$ cat config.mk
export PLATFORM = sky130hd
export DESIGN_NAME = qspinor_rd_seq
export DESIGN_NICKNAME = d
export VERILOG_FILES = /design/src/rtl/qspinor_rd_seq.sv
export SDC_FILE = /design/constraint.sdc
export NUM_CORES = 1
export LEC_CHECK = 0
export ABC_AREA = 1
export CELL_PAD_IN_SITES_DETAIL_PLACEMENT = 0
export CELL_PAD_IN_SITES_GLOBAL_PLACEMENT = 2
export CORE_AREA = 5 5 120 122
export CTS_CLUSTER_DIAMETER = 150
export DETAILED_ROUTE_END_ITERATION = 8
export DIE_AREA = 0 0 125 127
export PLACE_DENSITY_LB_ADDON = 0.15
export SKIP_CTS_REPAIR_TIMING = 1
export SLEW_MARGIN = 5
export SYNTH_ARGS = -nofsm -noshare
export SYNTH_HDL_FRONTEND = slang
export SYNTH_SLANG_ARGS = --single-unit
$ cat constraint.sdc
create_clock -name clk -period 2 [get_ports clk]
set_input_delay 0.4 -clock clk [delete_from_list [all_inputs] [get_ports clk]]
set_output_delay 0.4 -clock clk [all_outputs]
set_load 0.03 [all_outputs]
$ cat src/rtl/qspinor_rd_seq.sv
// qspinor_rd_seq: turns a host word-read into an opcode/address/dummy/data command sequence for qspinor_io
module qspinor_rd_seq #(
    parameter logic [7:0]  OPCODE   = 8'h6B,
    parameter logic [1:0]  DATA_WID = 2'd2,
    parameter logic [3:0]  DMY_CNT  = 4'd7,
    parameter int unsigned CS_GAP   = 3
) (
    input  logic        clk,
    input  logic        rstn,
    input  logic        req,
    input  logic [23:0] addr,
    input  logic [1:0]  len,
    output logic        busy,
    output logic        done,
    output logic [31:0] rdata,
    output logic        cs_n,
    output logic        io_cmd_trig,
    output logic [7:0]  io_cmd_body,
    input  logic        io_cmd_done,
    output logic        io_do_rdy,
    input  logic        io_do_req,
    output logic [7:0]  io_do,
    output logic        io_di_rdy,
    input  logic        io_di_req,
    input  logic [7:0]  io_di
);
    localparam logic [2:0] S_IDLE = 3'd0;
    localparam logic [2:0] S_CSSU = 3'd1;
    localparam logic [2:0] S_OPC  = 3'd2;
    localparam logic [2:0] S_ADDR = 3'd3;
    localparam logic [2:0] S_DMY  = 3'd4;
    localparam logic [2:0] S_DATA = 3'd5;
    localparam logic [2:0] S_CSH  = 3'd6;
    localparam logic [2:0] S_GAP  = 3'd7;
    localparam logic [2:0] GAP_MAX = 3'(CS_GAP);

    logic [2:0]  state_q, state_d;
    logic [23:0] addr_q, addr_d;
    logic [1:0]  len_q, len_d;
    logic [1:0]  cnt_q, cnt_d;
    logic        wait_q, wait_d;
    logic        sent_q, sent_d;
    logic        cs_n_q, cs_n_d;
    logic [2:0]  gap_q, gap_d;
    logic [31:0] rdata_q, rdata_d;
    logic        cmd_st;

    // Command phases issue a trigger whenever no engine command is outstanding
    assign cmd_st      = (state_q >= S_OPC) && (state_q <= S_DATA);
    assign io_cmd_trig = cmd_st && !wait_q;
    assign io_cmd_body = (state_q == S_DMY)  ? {2'b10, 2'b00, DMY_CNT} :
                         (state_q == S_DATA) ? {2'b00, DATA_WID, 4'h0} : 8'h40;
    assign io_do       = (state_q == S_OPC) ? OPCODE :
                         (cnt_q == 2'd0)    ? addr_q[23:16] :
                         (cnt_q == 2'd1)    ? addr_q[15:8]  : addr_q[7:0];
    assign io_do_rdy   = ((state_q == S_OPC) || (state_q == S_ADDR)) && !sent_q;
    assign io_di_rdy   = (state_q == S_DATA);
    assign busy        = (state_q != S_IDLE) && (state_q <= S_DATA);
    assign done        = (state_q == S_CSH);
    assign rdata       = rdata_q;
    assign cs_n        = cs_n_q;

    // Phase sequencing, byte streaming and chip-select spacing
    always_comb begin
        state_d = state_q;
        addr_d  = addr_q;
        len_d   = len_q;
        cnt_d   = cnt_q;
        gap_d   = gap_q;
        rdata_d = rdata_q;
        wait_d  = io_cmd_trig ? 1'b1 : io_cmd_done ? 1'b0 : wait_q;
        sent_d  = io_cmd_done ? 1'b0 : (io_do_req && io_do_rdy) ? 1'b1 : sent_q;
        if (io_di_req && state_q == S_DATA)
            rdata_d[{cnt_q, 3'b000} +: 8] = io_di;
        case (state_q)
            S_IDLE: if (req && gap_q == GAP_MAX) begin
                addr_d  = addr;
                len_d   = len;
                cnt_d   = 2'd0;
                rdata_d = '0;
                state_d = S_CSSU;
            end
            S_CSSU: state_d = S_OPC;
            S_OPC: if (io_cmd_done) begin
                cnt_d   = 2'd0;
                state_d = S_ADDR;
            end
            S_ADDR: if (io_cmd_done) begin
                cnt_d   = cnt_q + 2'd1;
                state_d = (cnt_q == 2'd2) ? S_DMY : S_ADDR;
            end
            S_DMY: if (io_cmd_done) begin
                cnt_d   = 2'd0;
                state_d = S_DATA;
            end
            S_DATA: if (io_cmd_done) begin
                cnt_d   = cnt_q + 2'd1;
                state_d = (cnt_q == len_q) ? S_CSH : S_DATA;
            end
            S_CSH: begin
                gap_d   = 3'd1;
                state_d = (GAP_MAX == 3'd1) ? S_IDLE : S_GAP;
            end
            default: begin
                gap_d   = gap_q + 3'd1;
                state_d = (gap_q + 3'd1 == GAP_MAX) ? S_IDLE : S_GAP;
            end
        endcase
        cs_n_d = (state_d == S_IDLE) || (state_d == S_GAP);
    end

    // State registers; reset abandons any transaction and releases chip select
    always_ff @(posedge clk) begin
        if (!rstn) begin
            state_q <= S_IDLE;
            addr_q  <= '0;
            len_q   <= '0;
            cnt_q   <= '0;
            wait_q  <= 1'b0;
            sent_q  <= 1'b0;
            cs_n_q  <= 1'b1;
            gap_q   <= GAP_MAX;
            rdata_q <= '0;
        end else begin
            state_q <= state_d;
            addr_q  <= addr_d;
            len_q   <= len_d;
            cnt_q   <= cnt_d;
            wait_q  <= wait_d;
            sent_q  <= sent_d;
            cs_n_q  <= cs_n_d;
            gap_q   <= gap_d;
            rdata_q <= rdata_d;
        end
    end
endmodule

## Word-level counts from Yosys, hierarchy flattened

Index checks and enable logic that the tools add are counted.

- Add/sub/neg operators: 3
- Magnitude comparators: 2
- Equality and inequality tests: 15
- Shift-type cells: 2
- Muxes and demuxes: 25
- Bitwise gates (word level): 1
- Reduce and logical (&&, ||, !) cells: 23

Operator list:

| kind | number |
|---|---|
| 32-bit two-way mux | 3 |
| 32-bit bitwise mux | 1 |
| 8-bit two-way mux | 4 |
| 8-bit by 7-bit variable shift with 32-bit output, first input constant | 1 |
| 8-bit by 7-bit variable part select with 32-bit output | 1 |
| 3-bit two-way mux | 7 |
| 3-bit case mux with 7 select lines | 1 |
| 3-bit by 2-bit equality test with 1-bit output, second input constant | 4 |
| 3-bit equality test, second input constant | 4 |
| 2-bit two-way mux | 4 |
| 1-bit logical AND | 7 |
| 7-bit two-way mux | 1 |
| 5-bit negation with 7-bit output | 1 |
| 3-bit logical NOT | 2 |
| 2-bit case mux with 3 select lines | 1 |
| 3-bit case mux with 2 select lines | 1 |
| 3-bit nonzero test | 2 |
| 2-bit OR reduction | 3 |
| 6-bit OR reduction | 1 |
| 2-bit by 1-bit inequality test with 1-bit output, second input constant | 2 |
| 4-bit AND reduction | 1 |
| 3-bit by 1-bit adder with 3-bit output, second input constant | 1 |
| 3-bit by 1-bit equality test with 1-bit output, second input constant | 1 |
| 3-bit by 2-bit greater-or-equal comparator with 1-bit output, second input constant | 1 |
| other kinds (13) | 16 |

- Register bits after elaboration: 69
- Input port bits: 40

## Logic depth before layout (Yosys ltp)

- Depth after elaboration: 6
- Gate-level depth with buffers: 12

## Worst setup path after synthesis

OpenSTA, ideal clock, no wires.

- Kind: reg2out
- From: reg cnt_q[0]
- To: out io_do[5]
- Data arrival time: 1703 ps
- Path slack: -103 ps
- Cell stages (with the launch flop): 8
- Cell sequence: dfxtp_1 inv_1 ha_1 buf_2 inv_1 clkbuf_1 o211ai_1 o211ai_1

- Word-level cells in the longest chain between the ends: 4

RTL lines:

| item | RTL line | source |
|---|---|---|
| start, declared | 40 | `logic [1:0] cnt_q, cnt_d;` |
| start signal, assigned | 128 | `cnt_q <= cnt_d;` |
| 2-bit by 1-bit equality test with 1-bit output | 55 | `(cnt_q == 2'd1) ? addr_q[15:8] : addr_q[7:0];` |
| 8-bit two-way mux | 55 |  |
| 8-bit two-way mux (*) | 54 | `(cnt_q == 2'd0) ? addr_q[23:16] :` |
| 8-bit two-way mux (*) | 53 | `assign io_do = (state_q == S_OPC) ? OPCODE :` |
| end, declared | 22 | `output logic [7:0] io_do,` |

Mark *: on every way between the ends. The rest lies on a longest branch, timed or not.

## Final worst setup path

- From: reg cnt_q[1]
- To: out io_do[0]

Same word-level chain as after synthesis.

==> key figures <==
Synth
  – Number of synthesized flops with an enable pin: 0
  – #FFs+latches synth: 69
  – Most common cell in the netlist: dfxtp_1
  – Cells after Synth: 441
  – Top cells by count, synth: 69 x dfxtp_1, 59 x inv_1, 48 x a21oi_1
  – Share of the synthesized area in the top cell type: 41.2%
  – Async S/R FF share, synth: 0%
  – Sequential fraction of the synthesis area: 41.2%
  – Avg Cell Area, Syn: 7.60 um2
  – Synthesized area: 0.00335 mm2
  – Cell variety after synth: 29
  – Synth area leader: dfxtp_1
  – Ys flop type: dfxtp_1
  – Synthesis Warnings: 0
  – Synth area leaders: dfxtp_1 41%, a21oi_1 7.2%, o21ai_0 6.9%

Global routing
  – GR Util met3: 4.05%
  – Gr busiest metal: met2
  – Pin count of the biggest net entering global routing: 51
  – Met1 Usage GRT: 15.9%
  – Met2 Use GR: 20.0%
  – GRT Resource Usage Total: 12.6%
  – Remaining global-route overflow: 0
  – Vias in the first global route: 2991
  – Initial antenna violation count: 0
  – First-pass GRT wire length: 15900 um

Power
  – Leakage power: 2.10 nW
  – Power Dens Cells: 752 mW/mm2
  – Peak supply drop: 0.319 mV
  – Pwr Total: 3.73 mW

Clocking
  – Clock tree buffer depth: 2
  – Clock root cell: clkbuf_16
  – Clock transition at path regs: 60 ps
  – Clk_lat worst skew: 340 ps
  – # H-tree levels: 3
  – CTS tree: done
  – CTS Buf Count: 9
  – Clk sinks: 69

Timing
  – Final worst slack: -81.6 ps
  – Clock skew: 8.42 ps
  – Slew Limit Fails: 0
  – Hold Vio Cnt, Final: 0
  – Max Fclk: 0.480 GHz
  – Minimum clock period: 2080 ps
  – Unrepaired setup endpoints after global routing: true
  – Setup TNS: -195 ps
  – Fin crit share: 104%
  – Final Setup Violations: 4
  – Fin Hold WS: 439 ps

Floorplanning
  – Die width: 125 um
  – Starting Density: 25.6%
  – # IOs: 94
  – Overall die area: 0.0159 mm2
  – Die Y: 127 um
  – Core area: 0.0131 mm2
  – Row count: 42

Worst setup path
  – Crit-path max cell delay: 320 ps
  – Crit-path max FO: 8
  – Data arrival time of the critical path: 1680 ps
  – Crit Path Class: flop to output port
  – Cell mode on critical path: buf_6
  – Crit-path slowest cell: dfxtp_2
  – CP Capture Type: output port
  – Startpoint types: flop
  – Required @ worst endpoint: 1600 ps
  – Worst path cell trace: inv_2 > buf_6 > ha_4 > inv_6 > clkbuf_16 > buf_6 > o211ai_1 > buf_4
  – R2r worst-path depth: 8

Detailed routing
  – DR WL/cell: 14.0 um
  – Drt pass-1 iters: 6
  – Final wirelength: 10100 um
  – Routed Antenna Nets: 0
  – DRC viols: 0
  – Number of DRC markers in iteration 0: 187
  – Avg Vias per Cell: 4.34
  – DR vias: 3124

Cells and area
  – # diodes: 0
  – Sequential cell area: 0.00139 mm2
  – Multi-input gate area: 0.00165 mm2
  – Layout cell share with drive strength beyond 1: 15.8%
  – Area Growth Syn to Fin: 48.0%
  – Nets: 589
  – Filler instances: 1352

Status
  – Status: finished with violations
  – Failing checks: setup timing

Flow run
  – Max Cap Violations: 0

Placement
  – DPL Wire Length: 7180 um
  – PortBufs: 91
  – Gp weighted congestion: 0.773

Worst hold path
  – Min-Delay Path Depth: 2
  – Hold WC Path Type: flop to flop
## cell usage in the layout (no fill, tap or decap), drive strengths merged
cell           count
a211oi            24
a21oi             48
and2               1
buf               34
bufinv             1
clkbuf            12
clkdlybuf4s50     72
clkinv             2
clkinvlp           1
conb               2
dfxtp             69
dlymetal6s2s       9
ha                10
inv               62
nand2             48
nand3             25
nand3b             1
nand4             11
nor2              52
nor3               1
nor4               1
o211ai            10
o21ai             46
o22ai              1
## critical path, delay by kind of cell (launching register included)
kind	cells	cell delay (ps)
flip-flops	1	320
AO/OA/AOI/OAI	1	170
adder cells (fa/ha/maj)	1	150
buffers and inverters	6	710
## final cells by class
class                      count  share of cell area, %
clock buffer                  11                   5.09
clock inverter                 4                  0.958
inverter                      62                   4.84
multi-input combinational    281                   33.2
sequential                    69                   28.0
tap                          176                   4.44
timing repair buffer         116                   23.5
## per-layer routing
metal,up-vias,routed length [um]
li1,1667,-
met1,1376,4630
met2,68,4750
met3,13,487
met4,0,183
met5,-,0
## worst paths after layout
kind / startpoint / end / slack, ps
worst max register to register: state_q[0]$_SDFF_PN0_ / rdata[17]$_SDFF_PN0_ / 250
worst min-delay path: addr_q[2]$_SDFFE_PN0P_ / addr_q[2]$_SDFFE_PN0P_ / 440
worst min register to register: addr_q[2]$_SDFFE_PN0P_ / addr_q[2]$_SDFFE_PN0P_ / 440
worst max-delay path: cnt_q[1]$_SDFFE_PN0P_ / io_do[0] / -80
## logic make-up (layout without fill, tap and decap cells)
| kind of cell | Yosys count | after routing | share of synthesized area [%] |
|---|---|---|---|
| adders and majority gates | 10 | 10 | 3.73 |
| DFF | 69 | 69 | 41.2 |
| other | 1 | 2 | 0.112 |
| AOI/OAI and AO/OA | 129 | 129 | 22.4 |
| and+or+nand+nor | 140 | 140 | 20.3 |
| buffers and inverters | 92 | 193 | 12.2 |
## power by group
group	internal (mW)	switching (mW)	total, mW
registers	1.45	0.0339	1.48
clock network	1.02	0.605	1.63
logic	0.254	0.370	0.624
## per-stage QoR
step           std cells  utilization, %  setup slack [ps]  cell area, um2
4_1_cts              712            36.4              -309            4760
6_report             719            37.9             -81.6            4960
5_1_grt              719            37.9              -177            4960
2_1_floorplan        442               -              19.1            3370
3_5_place_dp         697            34.1              61.7            4460
3_3_place_gp         697            34.1              23.3            4460
## registers in the layout, indices dropped and copies added (netlist names)
signal	flops
rdata	32
addr_q	24
gap_q	3
state_q	3
cnt_q	2
len_q	2
cs_n	1
sent_q	1
wait_q	1
No activity file was read; power rests on OpenSTA's default activity.
